==> src/rtl/frame_seq_pkg.sv <==
// rtl/frame_seq_pkg.sv - state encoding and default geometry for the frame sequencer
package frame_seq_pkg;

    typedef enum logic [1:0] {
        ST_IDLE   = 2'd0,
        ST_ACTIVE = 2'd1,
        ST_HBLANK = 2'd2,
        ST_VBLANK = 2'd3
    } seq_state_e;

    localparam int DEF_COLS   = 64;
    localparam int DEF_ROWS   = 64;
    localparam int DEF_HBLANK = 16;
    localparam int DEF_VBLANK = 8;
    localparam int DEF_CW     = 7;
    localparam int DEF_FW     = 8;

endpackage

==> src/rtl/seq_counter.sv <==
// rtl/seq_counter.sv - CW-bit counter with clear, enable and terminal-count flag at a programmable bound
module seq_counter #(
    parameter int CW = 7
) (
    input  logic          clk_i,
    input  logic          rst_i,
    input  logic          clr_i,
    input  logic          en_i,
    input  logic [CW-1:0] bound_i,
    output logic [CW-1:0] count_o,
    output logic [CW-1:0] next_o,
    output logic          tc_o
);

    logic [CW-1:0] count_q, count_d;

    assign tc_o = (count_q == bound_i - CW'(1));

    // Enabled at the terminal count reloads 0, so the count never passes its bound
    always_comb begin
        count_d = count_q;
        if (clr_i) begin
            count_d = '0;
        end else if (en_i) begin
            count_d = tc_o ? '0 : count_q + CW'(1);
        end
    end

    always_ff @(posedge clk_i) begin
        if (rst_i) begin
            count_q <= '0;
        end else begin
            count_q <= count_d;
        end
    end

    assign count_o = count_q;
    assign next_o  = count_d;

endmodule

==> src/rtl/frame_sequencer.sv <==
// rtl/frame_sequencer.sv - camera frame timing controller; PIX_PATTERN_EN enables the pixel test pattern
module frame_sequencer
    import frame_seq_pkg::*;
#(
    parameter int COLS   = DEF_COLS,
    parameter int ROWS   = DEF_ROWS,
    parameter int HBLANK = DEF_HBLANK,
    parameter int VBLANK = DEF_VBLANK,
    parameter int CW     = DEF_CW,
    parameter int FW     = DEF_FW
) (
    input  logic          clk_i,
    input  logic          rst_i,
    input  logic          start_i,
    input  logic          cont_i,
    input  logic          stop_i,
    output logic          busy_o,
    output logic          pix_valid_o,
    output logic [CW-1:0] x_o,
    output logic [CW-1:0] y_o,
    output logic          line_start_o,
    output logic          frame_start_o,
    output logic          hsync_o,
    output logic          vsync_o,
    output logic          frame_done_o,
    output logic [FW-1:0] frame_cnt_o,
    output logic [7:0]    pix_data_o
);

    seq_state_e    state_q, state_d;
    logic          stop_pend_q, stop_pend_d;
    logic [FW-1:0] frame_cnt_q, frame_cnt_d;
    logic          pix_valid_q, pix_valid_d;
    logic          line_start_q, line_start_d;
    logic          frame_start_q, frame_start_d;
    logic          hsync_q, hsync_d;
    logic          vsync_q, vsync_d;
    logic          frame_done_q, frame_done_d;

    logic          x_clr, x_en, x_tc;
    logic          y_clr, y_en, y_tc;
    logic          b_clr, b_en, b_tc;
    logic [CW-1:0] x_next, y_next, b_next, b_cnt, b_bound;

    assign b_bound = (state_q == ST_HBLANK) ? CW'(HBLANK) : CW'(VBLANK);

    seq_counter #(.CW(CW)) u_x_cnt (
        .clk_i(clk_i), .rst_i(rst_i), .clr_i(x_clr), .en_i(x_en),
        .bound_i(CW'(COLS)), .count_o(x_o), .next_o(x_next), .tc_o(x_tc)
    );

    seq_counter #(.CW(CW)) u_y_cnt (
        .clk_i(clk_i), .rst_i(rst_i), .clr_i(y_clr), .en_i(y_en),
        .bound_i(CW'(ROWS)), .count_o(y_o), .next_o(y_next), .tc_o(y_tc)
    );

    seq_counter #(.CW(CW)) u_blank_cnt (
        .clk_i(clk_i), .rst_i(rst_i), .clr_i(b_clr), .en_i(b_en),
        .bound_i(b_bound), .count_o(b_cnt), .next_o(b_next), .tc_o(b_tc)
    );

    always_comb begin
        state_d     = state_q;
        stop_pend_d = stop_pend_q;
        x_clr       = 1'b0;
        x_en        = 1'b0;
        y_clr       = 1'b0;
        y_en        = 1'b0;
        b_clr       = 1'b0;
        b_en        = 1'b0;
        if (state_q != ST_IDLE) begin
            stop_pend_d = stop_pend_q | stop_i;
        end
        case (state_q)
            ST_IDLE: begin
                if (start_i) begin
                    state_d     = ST_ACTIVE;
                    stop_pend_d = stop_i;
                    x_clr       = 1'b1;
                    y_clr       = 1'b1;
                    b_clr       = 1'b1;
                end
            end
            ST_ACTIVE: begin
                if (x_tc) begin
                    state_d = ST_HBLANK;
                end else begin
                    x_en = 1'b1;
                end
            end
            ST_HBLANK: begin
                b_en = 1'b1;
                if (b_tc) begin
                    if (y_tc) begin
                        state_d = ST_VBLANK;
                    end else begin
                        state_d = ST_ACTIVE;
                        x_clr   = 1'b1;
                        y_en    = 1'b1;
                    end
                end
            end
            ST_VBLANK: begin
                b_en = 1'b1;
                if (b_tc) begin
                    x_clr = 1'b1;
                    y_clr = 1'b1;
                    // A stop arriving on the very last cycle still ends the run here
                    if (cont_i && !(stop_pend_q || stop_i)) begin
                        state_d = ST_ACTIVE;
                    end else begin
                        state_d     = ST_IDLE;
                        stop_pend_d = 1'b0;
                    end
                end
            end
            default: state_d = ST_IDLE;
        endcase

        pix_valid_d   = (state_d == ST_ACTIVE);
        line_start_d  = pix_valid_d && (x_next == '0);
        frame_start_d = line_start_d && (y_next == '0);
        hsync_d       = (state_d == ST_HBLANK);
        vsync_d       = (state_d == ST_VBLANK);
        frame_done_d  = vsync_d && (b_next == CW'(VBLANK - 1));
        frame_cnt_d   = frame_cnt_q + FW'(frame_done_q);
    end

    always_ff @(posedge clk_i) begin
        if (rst_i) begin
            state_q       <= ST_IDLE;
            stop_pend_q   <= 1'b0;
            frame_cnt_q   <= '0;
            pix_valid_q   <= 1'b0;
            line_start_q  <= 1'b0;
            frame_start_q <= 1'b0;
            hsync_q       <= 1'b0;
            vsync_q       <= 1'b0;
            frame_done_q  <= 1'b0;
        end else begin
            state_q       <= state_d;
            stop_pend_q   <= stop_pend_d;
            frame_cnt_q   <= frame_cnt_d;
            pix_valid_q   <= pix_valid_d;
            line_start_q  <= line_start_d;
            frame_start_q <= frame_start_d;
            hsync_q       <= hsync_d;
            vsync_q       <= vsync_d;
            frame_done_q  <= frame_done_d;
        end
    end

`ifdef PIX_PATTERN_EN
    logic [7:0] pix_data_q;

    always_ff @(posedge clk_i) begin
        if (rst_i) begin
            pix_data_q <= 8'h00;
        end else begin
            pix_data_q <= pix_valid_d ? ({x_next[3:0], y_next[3:0]} ^ 8'(frame_cnt_d)) : 8'h00;
        end
    end

    assign pix_data_o = pix_data_q;
`else
    assign pix_data_o = 8'h00;
`endif

    assign busy_o        = (state_q != ST_IDLE);
    assign pix_valid_o   = pix_valid_q;
    assign line_start_o  = line_start_q;
    assign frame_start_o = frame_start_q;
    assign hsync_o       = hsync_q;
    assign vsync_o       = vsync_q;
    assign frame_done_o  = frame_done_q;
    assign frame_cnt_o   = frame_cnt_q;

endmodule

==> config.mk <==
export PLATFORM = sky130hd
export DESIGN_NAME = frame_sequencer
export DESIGN_NICKNAME = d
export VERILOG_FILES = /design/src/rtl/frame_seq_pkg.sv /design/src/rtl/seq_counter.sv /design/src/rtl/frame_sequencer.sv
export SDC_FILE = /design/constraint.sdc
export NUM_CORES = 1
export LEC_CHECK = 0
export ABC_AREA = 1
export CAP_MARGIN = 20
export CORE_ASPECT_RATIO = 1.5
export CORE_MARGIN = 2
export CORE_UTILIZATION = 29
export DETAILED_ROUTE_END_ITERATION = 16
export PLACE_DENSITY = 0.61
export SETUP_SLACK_MARGIN = 0.5
export SYNTH_ARGS = -nofsm -noshare
export SYNTH_HDL_FRONTEND = slang
export SYNTH_SLANG_ARGS = --single-unit
==> constraint.sdc <==
create_clock -name clk_i -period 4.5 [get_ports clk_i]
set_clock_uncertainty 0.2 [all_clocks]
set_input_delay 1.125 -clock clk_i [delete_from_list [all_inputs] [get_ports clk_i]]
set_output_delay 1.125 -clock clk_i [all_outputs]
set_load 0.005 [all_outputs]
==> impl_metrics.env, run 1 <==
export IMPL_run_status="finished, final reports clean"
export IMPL_fmax_ghz=0.331
export IMPL_timing_final_crit_share_pct=67.1
export IMPL_timing_final_ws_setup_ns=1.48
export IMPL_finalWorstPathRequiredPeriod_ns=3.02
export IMPL_crit_path_top_delay_cell="clkdlybuf4s50_1"
export IMPL_dpl_cell_count=411
export IMPL_first_global_vias=1852
export IMPL_hold_viol=0
export IMPL_clock_power_share_pct=36.5
export IMPL_synth_top_cells_by_area="dfxtp_1, nand2_1, inv_1"
export IMPL_drt_first_pass_iters=4
export IMPL_fp_row_count=38
export IMPL_crit_fanout=6
export IMPL_post_cts_resize_count=0
export IMPL_tritoncts="yes"
export IMPL_yosys_area_top_type="dfxtp_1"
export IMPL_pin_count=42
export IMPL_initial_antenna_violation_count=0
export IMPL_clk_latency_ns=0.28
export IMPL_post_cts_hold_buffer_count=0
export IMPL_pin_count_of_the_biggest_net_entering_global_routing=26
export IMPL_synth_area_um2=2100
export IMPL_ys_seq_elements=38
export IMPL_ys_warn_count=0
export IMPL_viasPerCell=4.53
export IMPL_register_area_share_after_synthesis_pct=36.3
export IMPL_power_switching_w=0.000165
export IMPL_floorplan_die_area_um2=7940
export IMPL_antenna_cells_inserted=0
export IMPL_post_dp_hpwl_um=3560
export IMPL_floorplan_die_height_um=108
export IMPL_most_frequent_cell_on_critical_path="inv_1"
export IMPL_cell_internal_pwr_w=0.000495
export IMPL_final_core_util_pct=36.0
export IMPL_power_frac_seq_pct=52.7
export IMPL_timing_critical_path_max_delay_family="buffers and inverters"
export IMPL_cp_end_kind="primary output"
export IMPL_syn_avg_cell_area_um2=6.92
export IMPL_vdd_ir_drop_max_v=0.000132
export IMPL_drt_drc_violations_left=0
export IMPL_fp_dieW_um=73.4
export IMPL_syn_inst=303
export IMPL_fin_nets=352
export IMPL_max_clock_path_buffers=2
export IMPL_gp_congestion=0.835
export IMPL_total_power_w=0.000660
export IMPL_dr_total_vias=1900
export IMPL_power_per_cell_area_nw_per_um2=257
export IMPL_overflow=0
export IMPL_p_sw_share_pct=25.0
export IMPL_port_buffers=33
export IMPL_detail_route_wl_per_cell_um=10.6
export IMPL_holdCritPathClass="flip-flop to flip-flop"
export IMPL_ctsHtreeMaxLevel=2
export IMPL_leakagePower_nw=1.13
export IMPL_yosys_cell_types=30
export IMPL_critical_path_class="flip-flop to primary output"
export IMPL_number_of_buffers_created_by_cts=5
export IMPL_core_area_um2=7130
export IMPL_clock_sinks=38
export IMPL_setup_tns_final_ns=0
export IMPL_drt_initial_drc_count=79
export IMPL_worst_path_buf_inv=3
export IMPL_root_buffer="clkbuf_8"
export IMPL_drive_gt1_share_pct=7.67
export IMPL_crit_path_cell_trace="inv_1, ha_1, inv_1, clkdlybuf4s50_1"
export IMPL_drv_slew=0
export IMPL_required_time_of_the_critical_path_ns=3.17
export IMPL_combinationalPowerShare_pct=10.7
export IMPL_area_growth_synth_to_final_pct=22.5
export IMPL_grt_total_usage_pct=12.1
export IMPL_critical_path_max_stage_delay_ns=0.52
export IMPL_detail_route_antenna_nets=0
export IMPL_worst_slack_after_detailed_placement_ns=1.74
export IMPL_cts_setup_buffers=0
export IMPL_max_cap_violations=0
export IMPL_crit_path_start_kind="flip-flop"
export IMPL_finish_cell_count_without_fillers=419
export IMPL_worst_endpoint_arrival_ns=1.70
export IMPL_drt_wl_total_um=4430
export IMPL_cts_clk_slew_worst_paths_ns=0.07
export IMPL_rsz0062_at_grt="false"
export IMPL_setup_violations_final=0
export IMPL_synth_top_area_share_pct=36.3
export IMPL_initial_utilization_pct=29.4
export IMPL_first_pass_grt_wire_length_um=7690
-- sequential cells by signal (all words and copies together), names as in the netlist --
signal and cells:
frame_cnt_o 8, hsync_o 1, frame_start_o 1, frame_done_o 1
line_start_o 1, u_blank_cnt.count_o 7, vsync_o 1, u_x_cnt.count_o 7
state_q 2, u_y_cnt.count_o 7, stop_pend_q 1, pix_valid_o 1
-- Yosys cell counts --
cell type / number
a21oi_1: 6
a31oi_1: 2
buf_2: 1
buf_4: 8
buf_6: 1
clkbuf_1: 3
clkinv_2: 1
conb_1: 1
dfxtp_1: 38
ha_1: 9
inv_1: 41
inv_2: 2
nand2_1: 63
nand2_2: 3
nand2_4: 3
nand3_1: 25
nand3_2: 2
nand4_1: 6
nor2_1: 41
nor2_2: 3
nor2_4: 3
nor3_1: 12
nor4_1: 2
o211ai_1: 1
o21ai_0: 11
o21ai_1: 5
o21bai_1: 1
o31ai_1: 2
xnor2_1: 3
xor2_1: 4
-- layout make-up --
| type | instances | area [um^2] |
|---|---|---|
| Fill cell | 794 | 4560 |
| Multi-Input combinational cell | 215 | 1110 |
| Sequential cell | 38 | 761 |
| Timing Repair Buffer | 34 | 338 |
| Inverter | 44 | 166 |
| Tap cell | 80 | 100 |
| Clock buffer | 6 | 82.6 |
| Clock inverter | 2 | 12.5 |
-- cell families (layout without fill, tap and decap cells) --
logic type | count (synthesis) | count (layout) | synth area share (%)
buffers and inverters | 57 | 86 | 12.1
XOR/XNOR | 7 | 7 | 2.93
adder cells (fa/ha/maj) | 9 | 9 | 5.37
flip-flops | 38 | 38 | 36.3
other | 1 | 8 | 0.179
AND/OR/NAND/NOR | 163 | 163 | 35.8
AO/OA/AOI/OAI | 28 | 28 | 7.28
-- power groups by stage --
stage | sequential (W) | clock [W] | combinational (W)
after floorplan | 0.000355 | 0 | 0.0000496
after global placement | 0.000356 | 0 | 0.0000703
after detailed placement | 0.000357 | 0 | 0.0000712
after CTS | 0.000349 | 0.000248 | 0.0000715
after global routing | 0.000349 | 0.000266 | 0.0000820
final | 0.000348 | 0.000241 | 0.0000709
-- metal layers --
metal	track usage (%)	part of all wire (%)	up-vias
li1	-	-	1013
met1	14.9	45	839
met2	20.3	50	41
met3	1.96	2.8	7
met4	5.58	2.2	0
met5	0	0	-
-- cell usage in the layout (no fill, tap or decap), types with 6 or more instances in the layout --
master and n:
nand2_1 63, inv_1 41, nor2_1 41, dfxtp_1 38
clkdlybuf4s50_1 33, nand3_1 25, nor3_1 12, o21ai_0 11
ha_1 9, conb_1 8, a21oi_1 6, nand4_1 6
clkbuf_8 6
-- final timing paths --
check / from / endpoint / slack (ns) / cells past startpoint
hold / removal: frame_cnt_o[2] / frame_cnt_o[2] / 0.32 / 2
setup reg to reg: u_y_cnt.count_o[0] / frame_start_o / 2.37 / 12
setup / recovery: state_q[1] / busy_o / 1.48 / 4
hold reg to reg: frame_cnt_o[2] / frame_cnt_o[2] / 0.32 / 2
-- through the flow --
stage / hold WS (ns) / cell area, um^2
after global placement: 0.304 / 2470
final: 0.321 / 2570
after detailed placement: 0.311 / 2470
after CTS: 0.325 / 2570
after global routing: 0.368 / 2570
after floorplan: 0.295 / 2120
-- worst reg2reg max path, cell delays in order, from the launching register on --
cell and delay [ns]:
dfxtp_1 0.38, ha_1 0.26, nand3_2 0.10, clkinv_2 0.10, nand2_4 0.10, nand3_2 0.22, nand3_1 0.16, nand2_2 0.13
nand2_1 0.12, nand2_1 0.06, nor2_1 0.10, nand2_1 0.07, nor2_1 0.08
No activity file was read; power rests on OpenSTA's default activity.
==> inputs of run 2 (changes only) <==
==> constraint.sdc (replaced) <==
create_clock -name clk_i -period 3.1 [get_ports clk_i]
set_clock_uncertainty 0.2 [all_clocks]
set_input_delay 0.775 -clock clk_i [delete_from_list [all_inputs] [get_ports clk_i]]
set_output_delay 0.775 -clock clk_i [all_outputs]
set_load 0.005 [all_outputs]
==> run 2 against run 1 <==
Against the previous run: cell area increased by 0.39%; cell count did not move; sequential power rose by 45%; worst setup slack got worse by 0.64 ns; power is 46% higher; routed wire length decreased by 1.7%; first-iteration DRC count decreased by 8.9%; critical path type unchanged; critical endpoint is now y_o[2]; largest power group unchanged.
==> impl_metrics.env, run 2 (synthesis results as in run 1) <==
export IMPL_run_status="finished, final reports clean"
export IMPL_final_cell_mix="nand2_1, inv_1, nor2_1"
export IMPL_finish_cell_count_without_fillers=419
export IMPL_clock_sinks=38
export IMPL_drt_first_pass_iters=4
export IMPL_drt_wl_total_um=4360
export IMPL_crit_path_start_kind="flip-flop"
export IMPL_min_delay_start="frame_cnt_o[3]"
export IMPL_reg2reg_from="u_y_cnt.count_o[0]"
export IMPL_reg2regPathDepth=12
export IMPL_post_dp_hpwl_um=3490
export IMPL_number_of_buffers_created_by_cts=5
export IMPL_crit_path_cell_trace="clkdlybuf4s50_1"
export IMPL_fp_row_count=38
export IMPL_drt_drc_violations_left=0
export IMPL_initial_antenna_violation_count=0
export IMPL_setup_violations_final=0
export IMPL_first_pass_grt_wire_length_um=7530
export IMPL_cts_clk_slew_worst_paths_ns=0.07
export IMPL_power_frac_seq_pct=52.4
export IMPL_critical_path_class="flip-flop to primary output"
export IMPL_antenna_cells_inserted=0
export IMPL_port_buffers=33
export IMPL_worst_hold_path_num_cells=2
export IMPL_grt_total_usage_pct=11.9
export IMPL_timing_critical_path_max_delay_family="buffers and inverters"
export IMPL_vdd_ir_drop_max_v=0.000165
export IMPL_initial_utilization_pct=29.4
export IMPL_rsz0062_at_grt="false"
export IMPL_detail_route_wl_per_cell_um=10.4
export IMPL_leading_cell_type_in_the_layout_fill_and_taps_excluded="nand2_1"
export IMPL_max_clock_path_buffers=2
export IMPL_fin_nets=352
export IMPL_fmax_ghz=0.441
export IMPL_core_area_um2=7130
export IMPL_drive_gt1_share_pct=8.55
export IMPL_hold_viol=0
export IMPL_largest_register_ff_count=8
export IMPL_critical_path_max_stage_delay_ns=0.55
export IMPL_leakagePower_nw=1.14
export IMPL_timing_final_crit_share_pct=73.1
export IMPL_overflow=0
export IMPL_finalWorstPathRequiredPeriod_ns=2.27
export IMPL_floorplan_die_height_um=108
export IMPL_worst_r2r_endpoint="frame_start_o"
export IMPL_pin_count=42
export IMPL_crit_path_top_delay_cell="clkdlybuf4s50_1"
export IMPL_clock_power_share_pct=36.8
export IMPL_worst_endpoint_arrival_ns=1.29
export IMPL_dr_total_vias=1915
export IMPL_viasPerCell=4.57
export IMPL_cell_internal_pwr_w=0.000718
export IMPL_power_per_cell_area_nw_per_um2=373
export IMPL_pin_count_of_the_biggest_net_entering_global_routing=25
export IMPL_clk_latency_ns=0.29
export IMPL_min_delay_worst_endpoint="frame_cnt_o[3]"
export IMPL_dpl_cell_count=411
export IMPL_ctsHtreeMaxLevel=2
export IMPL_root_buffer="clkbuf_8"
export IMPL_setup_tns_final_ns=0
export IMPL_required_time_of_the_critical_path_ns=2.12
export IMPL_holdCritPathClass="flip-flop to flip-flop"
export IMPL_first_global_vias=1768
export IMPL_area_growth_synth_to_final_pct=23.0
export IMPL_crit_fanout=6
export IMPL_post_cts_hold_buffer_count=0
export IMPL_max_cap_violations=0
export IMPL_finalInstanceArea_um2=2580
export IMPL_drv_slew=0
export IMPL_drt_initial_drc_count=72
export IMPL_cp_end_kind="primary output"
export IMPL_combinationalPowerShare_pct=10.7
export IMPL_worst_path_buf_inv=1
export IMPL_power_switching_w=0.000244
export IMPL_tritoncts="yes"
export IMPL_gp_congestion=0.849
export IMPL_p_sw_share_pct=25.4
export IMPL_detail_route_antenna_nets=0
export IMPL_floorplan_die_area_um2=7940
export IMPL_detailed_place_area_um2=2470
export IMPL_fp_dieW_um=73.4
export IMPL_r2r_slack_ns=0.99
-- run 2: changes by cell type in the layout (fill, tap and decap cells not counted) --
cell / previous run / this run
dlymetal6s2s_1: 0 / 1
dfxtp_2: 0 / 1
ha_1: 9 / 8
dfxtp_4: 0 / 1
dfxtp_1: 38 / 36
ha_2: 0 / 1
clkdlybuf4s50_1: 33 / 32
-- run 2: power groups by stage --
stage,Combinational (W),Sequential [W],Clock [W]
floorplan,0.0000721,0.000515,0
global placement,0.000102,0.000517,0
detailed placement,0.000104,0.000517,0
CTS,0.000105,0.000506,0.000370
global route,0.000118,0.000506,0.000393
finish,0.000103,0.000505,0.000354
-- run 2: cell type report --
cell class	instances	area, um^2
sequential	38	766
timing repair buffer	34	340
clock inverter	2	12.5
tap	80	100
fill	761	4550
multi-input combinational	215	1110
clock buffer	6	82.6
inverter	44	166
-- run 2: routing by layer --
metal	track usage [%]	wire [um]	share of wire (%)
met4	7.14	140	3.2
met1	14.4	1980	45
met2	19.5	2120	49
met5	0	0	0
met3	2.05	116	2.7
-- run 2: repair_timing --
action | in CTS | in global routing
pin swaps | 0 | 0
resized for setup | 3 | 2
setup endpoints to repair | 1 | 1
gates cloned | 0 | 0
setup buffers | 0 | 0
-- run 2: how the worst max path moves through the flow --
stage / startpoint / endpoint / slack, ns / cells past startpoint
3_5_place_dp: start_i / frame_start_o / 0.68 / 9
3_3_place_gp: start_i / frame_start_o / 0.72 / 9
2_1_floorplan: state_q[0] / frame_done_o / 1.32 / 11
5_1_grt: u_y_cnt.count_o[2] / y_o[2] / 0.77 / 1
4_1_cts: state_q[0] / busy_o / 0.54 / 4
6_report: u_y_cnt.count_o[2] / y_o[2] / 0.83 / 1
-- run 2: per-stage QoR --
step | total power (W) | util, % | setup slack, ns | hold slack (ns)
global placement | 0.000619 | 34.7 | 0.725 | 0.297
CTS | 0.000981 | 36.1 | 0.537 | 0.318
global route | 0.00102 | 36.1 | 0.771 | 0.347
floorplan | 0.000588 | - | 1.32 | 0.295
detailed placement | 0.000621 | 34.7 | 0.684 | 0.307
finish | 0.000962 | 36.1 | 0.835 | 0.318
